===== src/rtl/adam_axil_if.sv =====
// AXI-Lite channel bundle between an xbar master port and a memory endpoint.
// The slave modport is the endpoint's view.
interface adam_axil_if #(
    parameter int ADDR_WIDTH = 32,
    parameter int DATA_WIDTH = 32
);
    logic [ADDR_WIDTH-1:0]   aw_addr;
    logic [2:0]              aw_prot;
    logic                    aw_valid;
    logic                    aw_ready;
    logic [DATA_WIDTH-1:0]   w_data;
    logic [DATA_WIDTH/8-1:0] w_strb;
    logic                    w_valid;
    logic                    w_ready;
    logic [1:0]              b_resp;
    logic                    b_valid;
    logic                    b_ready;
    logic [ADDR_WIDTH-1:0]   ar_addr;
    logic [2:0]              ar_prot;
    logic                    ar_valid;
    logic                    ar_ready;
    logic [DATA_WIDTH-1:0]   r_data;
    logic [1:0]              r_resp;
    logic                    r_valid;
    logic                    r_ready;

    modport master (
        output aw_addr, aw_prot, aw_valid, input aw_ready,
        output w_data, w_strb, w_valid, input w_ready,
        input b_resp, b_valid, output b_ready,
        output ar_addr, ar_prot, ar_valid, input ar_ready,
        input r_data, r_resp, r_valid, output r_ready
    );

    modport slave (
        input aw_addr, aw_prot, aw_valid, output aw_ready,
        input w_data, w_strb, w_valid, output w_ready,
        output b_resp, b_valid, input b_ready,
        input ar_addr, ar_prot, ar_valid, output ar_ready,
        output r_data, r_resp, r_valid, input r_ready
    );
endinterface


===== src/rtl/adam_axil_to_mem.sv =====
// AXI-Lite slave to single-port memory request/response bridge.
// One transaction in flight; can be quiesced via pause_req/pause_ack.
//
// state   | meaning
// IDLE    | arbitrate AW+W vs AR, pulse ready, capture payload on handshake
// PAUSED  | quiesced, pause_ack high, no readies
// MEM_REQ | mem_req held with registered payload until mem_gnt
// MEM_RSP | waiting for mem_rvalid
// B_RSP   | b_valid held until b_ready
// R_RSP   | r_valid held until r_ready
module adam_axil_to_mem #(
    parameter int ADDR_WIDTH = 32,
    parameter int DATA_WIDTH = 32
) (
    input  logic                    clk,
    input  logic                    rst_n,
    input  logic                    pause_req,
    output logic                    pause_ack,
    adam_axil_if.slave              axi,
    output logic                    mem_req,
    input  logic                    mem_gnt,
    output logic                    mem_we,
    output logic [ADDR_WIDTH-1:0]   mem_addr,
    output logic [DATA_WIDTH/8-1:0] mem_be,
    output logic [DATA_WIDTH-1:0]   mem_wdata,
    input  logic                    mem_rvalid,
    input  logic [DATA_WIDTH-1:0]   mem_rdata,
    input  logic                    mem_err
);
    localparam int STRB_WIDTH = DATA_WIDTH / 8;

    typedef enum logic [2:0] {
        IDLE,
        PAUSED,
        MEM_REQ,
        MEM_RSP,
        B_RSP,
        R_RSP
    } state_e;

    state_e                  state_q;
    logic                    prio_wr_q;
    logic                    is_wr_q;
    logic                    aw_ready_q;
    logic                    w_ready_q;
    logic                    ar_ready_q;
    logic                    b_valid_q;
    logic                    r_valid_q;
    logic                    mem_req_q;
    logic                    mem_we_q;
    logic                    pause_ack_q;
    logic [ADDR_WIDTH-1:0]   addr_q;
    logic [STRB_WIDTH-1:0]   be_q;
    logic [DATA_WIDTH-1:0]   wdata_q;
    logic [DATA_WIDTH-1:0]   rdata_q;
    logic [1:0]              resp_q;

    logic wr_ok;
    logic rd_ok;
    logic take_wr;
    logic unused_prot;

    assign wr_ok   = axi.aw_valid && axi.w_valid;
    assign rd_ok   = axi.ar_valid;
    assign take_wr = wr_ok && (prio_wr_q || !rd_ok);

    assign unused_prot = ^{axi.aw_prot, axi.ar_prot};

    // Readies are registered one-cycle pulses; the payload is taken on the
    // cycle the pulse is visible, when the master's valid is still held.
    always_ff @(posedge clk or negedge rst_n) begin
        if (!rst_n) begin
            state_q     <= IDLE;
            prio_wr_q   <= 1'b1;
            is_wr_q     <= 1'b0;
            aw_ready_q  <= 1'b0;
            w_ready_q   <= 1'b0;
            ar_ready_q  <= 1'b0;
            b_valid_q   <= 1'b0;
            r_valid_q   <= 1'b0;
            mem_req_q   <= 1'b0;
            mem_we_q    <= 1'b0;
            pause_ack_q <= 1'b0;
            addr_q      <= '0;
            be_q        <= '0;
            wdata_q     <= '0;
            rdata_q     <= '0;
            resp_q      <= '0;
        end else begin
            case (state_q)
                IDLE: begin
                    if (aw_ready_q) begin
                        aw_ready_q <= 1'b0;
                        w_ready_q  <= 1'b0;
                        is_wr_q    <= 1'b1;
                        addr_q     <= axi.aw_addr;
                        be_q       <= axi.w_strb;
                        wdata_q    <= axi.w_data;
                        mem_req_q  <= 1'b1;
                        mem_we_q   <= 1'b1;
                        state_q    <= MEM_REQ;
                    end else if (ar_ready_q) begin
                        ar_ready_q <= 1'b0;
                        is_wr_q    <= 1'b0;
                        addr_q     <= axi.ar_addr;
                        be_q       <= '1;
                        mem_req_q  <= 1'b1;
                        mem_we_q   <= 1'b0;
                        state_q    <= MEM_REQ;
                    end else if (pause_req) begin
                        pause_ack_q <= 1'b1;
                        state_q     <= PAUSED;
                    end else if (take_wr) begin
                        aw_ready_q <= 1'b1;
                        w_ready_q  <= 1'b1;
                        prio_wr_q  <= 1'b0;
                    end else if (rd_ok) begin
                        ar_ready_q <= 1'b1;
                        prio_wr_q  <= 1'b1;
                    end
                end
                PAUSED: begin
                    if (!pause_req) begin
                        pause_ack_q <= 1'b0;
                        state_q     <= IDLE;
                    end
                end
                MEM_REQ: begin
                    if (mem_gnt) begin
                        mem_req_q <= 1'b0;
                        mem_we_q  <= 1'b0;
                        state_q   <= MEM_RSP;
                    end
                end
                MEM_RSP: begin
                    if (mem_rvalid) begin
                        rdata_q <= mem_rdata;
                        resp_q  <= mem_err ? 2'b10 : 2'b00;
                        if (is_wr_q) begin
                            b_valid_q <= 1'b1;
                            state_q   <= B_RSP;
                        end else begin
                            r_valid_q <= 1'b1;
                            state_q   <= R_RSP;
                        end
                    end
                end
                B_RSP: begin
                    if (axi.b_ready) begin
                        b_valid_q <= 1'b0;
                        state_q   <= IDLE;
                    end
                end
                R_RSP: begin
                    if (axi.r_ready) begin
                        r_valid_q <= 1'b0;
                        state_q   <= IDLE;
                    end
                end
                default: state_q <= IDLE;
            endcase
        end
    end

    assign axi.aw_ready = aw_ready_q;
    assign axi.w_ready  = w_ready_q;
    assign axi.ar_ready = ar_ready_q;
    assign axi.b_valid  = b_valid_q;
    assign axi.b_resp   = resp_q;
    assign axi.r_valid  = r_valid_q;
    assign axi.r_resp   = resp_q;
    assign axi.r_data   = rdata_q;

    assign mem_req   = mem_req_q;
    assign mem_we    = mem_we_q;
    assign mem_addr  = addr_q;
    assign mem_be    = be_q;
    assign mem_wdata = wdata_q;
    assign pause_ack = pause_ack_q;
endmodule


===== src/flat_wrapper.sv =====
// flat-port wrapper written by rule: the top's interface ports become plain ports
module adam_axil_to_mem_flat 
#(
    parameter int ADDR_WIDTH = 32,
    parameter int DATA_WIDTH = 32
)
  (clk, rst_n, pause_req, pause_ack, mem_req, mem_gnt, mem_we, mem_addr, mem_be, mem_wdata, mem_rvalid, mem_rdata, mem_err, axi_aw_addr, axi_aw_prot, axi_aw_valid, axi_aw_ready, axi_w_data, axi_w_strb, axi_w_valid, axi_w_ready, axi_b_resp, axi_b_valid, axi_b_ready, axi_ar_addr, axi_ar_prot, axi_ar_valid, axi_ar_ready, axi_r_data, axi_r_resp, axi_r_valid, axi_r_ready);
  adam_axil_if #(.ADDR_WIDTH(ADDR_WIDTH), .DATA_WIDTH(DATA_WIDTH)) axi_i ();
  input  logic clk;
  input  logic rst_n;
  input  logic pause_req;
  output logic pause_ack;
  output logic mem_req;
  input  logic mem_gnt;
  output logic mem_we;
  output logic [ADDR_WIDTH-1:0] mem_addr;
  output logic [DATA_WIDTH/8-1:0] mem_be;
  output logic [DATA_WIDTH-1:0] mem_wdata;
  input  logic mem_rvalid;
  input  logic [DATA_WIDTH-1:0] mem_rdata;
  input  logic mem_err;
  input wire logic [$bits(axi_i.aw_addr)-1:0] axi_aw_addr;
  input wire logic [$bits(axi_i.aw_prot)-1:0] axi_aw_prot;
  input wire logic [$bits(axi_i.aw_valid)-1:0] axi_aw_valid;
  output wire logic [$bits(axi_i.aw_ready)-1:0] axi_aw_ready;
  input wire logic [$bits(axi_i.w_data)-1:0] axi_w_data;
  input wire logic [$bits(axi_i.w_strb)-1:0] axi_w_strb;
  input wire logic [$bits(axi_i.w_valid)-1:0] axi_w_valid;
  output wire logic [$bits(axi_i.w_ready)-1:0] axi_w_ready;
  output wire logic [$bits(axi_i.b_resp)-1:0] axi_b_resp;
  output wire logic [$bits(axi_i.b_valid)-1:0] axi_b_valid;
  input wire logic [$bits(axi_i.b_ready)-1:0] axi_b_ready;
  input wire logic [$bits(axi_i.ar_addr)-1:0] axi_ar_addr;
  input wire logic [$bits(axi_i.ar_prot)-1:0] axi_ar_prot;
  input wire logic [$bits(axi_i.ar_valid)-1:0] axi_ar_valid;
  output wire logic [$bits(axi_i.ar_ready)-1:0] axi_ar_ready;
  output wire logic [$bits(axi_i.r_data)-1:0] axi_r_data;
  output wire logic [$bits(axi_i.r_resp)-1:0] axi_r_resp;
  output wire logic [$bits(axi_i.r_valid)-1:0] axi_r_valid;
  input wire logic [$bits(axi_i.r_ready)-1:0] axi_r_ready;
  assign axi_i.aw_addr = axi_aw_addr;
  assign axi_i.aw_prot = axi_aw_prot;
  assign axi_i.aw_valid = axi_aw_valid;
  assign axi_aw_ready = axi_i.aw_ready;
  assign axi_i.w_data = axi_w_data;
  assign axi_i.w_strb = axi_w_strb;
  assign axi_i.w_valid = axi_w_valid;
  assign axi_w_ready = axi_i.w_ready;
  assign axi_b_resp = axi_i.b_resp;
  assign axi_b_valid = axi_i.b_valid;
  assign axi_i.b_ready = axi_b_ready;
  assign axi_i.ar_addr = axi_ar_addr;
  assign axi_i.ar_prot = axi_ar_prot;
  assign axi_i.ar_valid = axi_ar_valid;
  assign axi_ar_ready = axi_i.ar_ready;
  assign axi_r_data = axi_i.r_data;
  assign axi_r_resp = axi_i.r_resp;
  assign axi_r_valid = axi_i.r_valid;
  assign axi_i.r_ready = axi_r_ready;
  adam_axil_to_mem #(.ADDR_WIDTH(ADDR_WIDTH), .DATA_WIDTH(DATA_WIDTH)) u_core (.clk(clk), .rst_n(rst_n), .pause_req(pause_req), .pause_ack(pause_ack), .axi(axi_i), .mem_req(mem_req), .mem_gnt(mem_gnt), .mem_we(mem_we), .mem_addr(mem_addr), .mem_be(mem_be), .mem_wdata(mem_wdata), .mem_rvalid(mem_rvalid), .mem_rdata(mem_rdata), .mem_err(mem_err));
endmodule

===== config.mk =====
export PLATFORM = sky130hd
export DESIGN_NAME = adam_axil_to_mem_flat
export DESIGN_NICKNAME = d
export VERILOG_FILES = /design/src/rtl/adam_axil_if.sv /design/src/rtl/adam_axil_to_mem.sv /design/src/flat_wrapper.sv
export SDC_FILE = /design/constraint.sdc
export NUM_CORES = 1
export LEC_CHECK = 0
export BUFFER_PORTS_ARGS = -buffer_cell sky130_fd_sc_hd__buf_2
export CORE_ASPECT_RATIO = 1.25
export CORE_MARGIN = 5
export CORE_UTILIZATION = 45
export DETAILED_ROUTE_END_ITERATION = 6
export HOLD_SLACK_MARGIN = 0.15
export PLACE_DENSITY = 0.89
export REMOVE_ABC_BUFFERS = 1
export SYNTH_ARGS = -nofsm -noshare
export SYNTH_HDL_FRONTEND = slang
export SYNTH_SLANG_ARGS = --single-unit

===== constraint.sdc =====
create_clock -name clk -period 1.6 [get_ports clk]
set_input_delay 0.08 -clock clk [delete_from_list [all_inputs] [get_ports clk]]
set_output_delay 0.08 -clock clk [all_outputs]
set_load 0.05 [all_outputs]

==> reports/qor.csv <==
stage,metric,value,unit
layout,nNetsFinal,1051,
grt,grt_max_degree,60,
power_and_ir_drop,power.total,0.0184,W
place,numPortBuffers,252,
timing,max_freq,653,MHz
drt,viasPerCell,4.94,
synthesis,yosysMostFrequentCell,nand2_1,
timing,hold_violations,0,
worst_setup_path,r2r-start,u_core.state_q[2]$_DFFE_PN0P_,
power_and_ir_drop,power_density,2220,nW/um^2
drt,wl_per_cell,16.8,um
synthesis,ys_seq_area_share,59.8,%
timing,fin_crit_sh,95.7,%
die,io_pins,261,
synthesis,ys_ff_latch,114,
drt,drtAntennaViolNets,0,
drt,finalWirelength,17600,um
worst_setup_path,cp-start-kind,flop,
worst_setup_path,critPathKind,reg2out,
synthesis,netlist_area,4770,um^2
clocking,htreeDepth,4,
synthesis,synth-xor-area-share,0,%
timing,slew_violations,0,
worst_setup_path,cp-startpoint,u_core.axi.aw_ready$_DFFE_PN0N_,
worst_setup_path,worst-endpoint-required,1.52,ns
synthesis,synth_edf_count,0,
min_path,min_path_type,in2async,
synthesis,synth_top_family_by_area,simple AND/OR/NAND/NOR gates,
clocking,numClockSinks,114,
synthesis,synth_area_leader_cell,dfrtp_1,
clocking,cts_buffer_depth,2,
grt,track_usage,28.0,%
clocking,cts_root_buf,clkbuf_16,
die,num_rows,42,
worst_setup_path,end_kind,output port,
die,die_y,125,um
synthesis,ys_dominant_reg_cell,dfrtp_1,
clocking,clkTransAtPathRegs,0.05,ns
drt,drt_pass1_iterations,4,
grt,overflow,0,
timing,rsz0062_at_grt,no,
layout,fin_util,78.7,%
synthesis,synthAdderAreaFrac,0,%
grt,grt_pass1_wl,27900,um
synthesis,yosysTopAreaCellShare,59.3,%
place,gp_congestion,0.849,
timing,setup_tns,0,ns
synthesis,synth-simple-area-share,22.1,%
die,start_util,45.4,%
timing,finalCriticalPeriod,1.53,ns
die,core_region_area,10500,um^2
timing,setup_violations,0,
synthesis,syn_inst,501,
grt,grt_pass1_vias,5706,
timing,skew,0.00632,ns
die,die_area,12800,um^2
synthesis,synthTopCellsByCount,"nand2_1 (235), dfrtp_1 (113), o21ai_1 (36), mux2i_1 (34), buf_2 (17)",
grt,antenna_found_initial,0,
drt,vias,5179,
synthesis,synth_mux_area_share,7.37,%
status,status,finished clean,
worst_setup_path,crit_fanout,33,
synthesis,synth_area_per_cell,9.52,um^2
synthesis,async_flop_share,100,%
power_and_ir_drop,irDropWorstVdd,0.00134,V
run,maxCapViolations,0,
synthesis,synth.distinct_cells,39,
synthesis,synth_compound_area_share,6.64,%
die,die_x,102,um
drt,dr.first_iter.drc_count,224,
clocking,cts_buffers,17,
synthesis,yosysWarnings,0,
layout,layout-drive-gt1-share,34.0,%
layout,areaGrowthSynthToFinish,73.4,%
worst_setup_path,critPathArrivalTime,1.45,ns
clocking,insertion_delay,0.40,ns
drt,drcViolationCount,0,
clocking,cts_tree,yes,
place,dp_hpwl,10000,um
power_and_ir_drop,power_leakage,4.33,nW
synthesis,netlist_top_cells_area,"dfrtp_1 (59%), nand2_1 (18%), mux2i_1 (7.1%)",
## sequential cells by signal, indices dropped and copies added, names as in the netlist
name / count
u_core.pause_ack: 1
u_core.axi.b_resp: 1
u_core.mem_req: 1
u_core.axi.aw_ready: 1
u_core.axi.r_valid: 1
u_core.axi.ar_ready: 1
u_core.mem_addr: 32
u_core.mem_we: 1
u_core.axi.r_data: 32
u_core.state_q: 3
u_core.mem_wdata: 32
u_core.prio_wr_q: 1
u_core.axi.b_valid: 1
u_core.axi.w_ready: 1
u_core.mem_be: 4
u_core.is_wr_q: 1
## final cells by class
type                       count  area, um^2
timing repair buffer         413        2910
sequential                   114        2860
fill                         635        2240
multi-input combinational    351        1740
clock buffer                  23         478
tap                          132         165
clock inverter                 9         105
inverter                       5        18.8
antenna                        1        2.50
## metrics by stage
step           cell area [um^2]  cells  hold WS (ns)  worst slack [ns]
2_1_floorplan              4600    470        -0.216             -2.37
3_3_place_gp               6250    872       -0.0310             0.232
3_5_place_dp               6250    872       -0.0305             0.196
4_1_cts                    8270   1047         0.150            0.0309
5_1_grt                    8270   1047         0.153            0.0158
6_report                   8270   1048         0.114            0.0690
## power by group
part	switching, W	total [W]	internal, W
clock network	0.00127	0.00367	0.00241
logic	0.00718	0.00963	0.00245
registers	0.000830	0.00510	0.00427
## routing by layer
metal	part of all wire (%)	up-vias	global-route usage, %	wire length [um]
met5	0	-	0	0
met4	6.2	0	17.4	1090
li1	-	2421	-	-
met1	34	2396	28.6	6080
met2	52	274	48.9	9140
met3	7.5	88	8.19	1330
## worst paths after layout
path	to	slack, ns	cells after the start
worst max-delay path	axi_aw_ready	0.07	2
worst min-delay path	u_core.axi.r_data[27]$_DFFE_PN0P_	0.11	2
worst max register to register	u_core.mem_be[3]$_DFFE_PN0P_	0.17	5
worst min register to register	u_core.mem_wdata[18]$_DFFE_PN0P_	0.47	2
max in group asynchronous	u_core.prio_wr_q$_DFFE_PN1P_	0.84	3
min in group clk	u_core.axi.ar_ready$_DFFE_PN0P_	0.19	5
## cell families after synthesis
| family | Yosys count |
|---|---|
| multiplexers | 35 |
| flip-flops | 114 |
| other | 1 |
| AND/OR/NAND/NOR | 259 |
| buffers and inverters | 37 |
| AO/OA/AOI/OAI | 55 |
## cell usage in the layout, fill, tap and decap left out, types with 2 or more instances in the layout
cell,n
nand4_1,3
a21oi_1,4
nand2_1,235
nor3_1,2
nor2_1,5
a31oi_1,3
buf_12,6
dlygate4sd3_1,142
inv_2,2
clkinvlp_4,4
dfrtp_1,112
clkbuf_1,3
clkinv_2,3
buf_4,15
o21ai_1,35
buf_2,250
conb_1,2
o22a_1,4
mux2i_1,34
inv_1,3
clkbuf_8,3
clkbuf_16,17
a21o_1,2
bufinv_16,2
and2_1,3
## timing repair
item                                   4_1_cts  5_1_grt
setup endpoints to repair                    1       18
hold buffers                               143        0
pin swaps                                    0        1
setup buffers                                0        1
resized for setup                            1        0
cloned                                       0        0
endpoints found under the hold margin      222        0
## worst max-delay path, stage by stage, from the launching register on
cell and delay (ns):
dfrtp_2 0.50, buf_12 0.28, buf_4 0.25
Power figures use the tool's default switching activity.
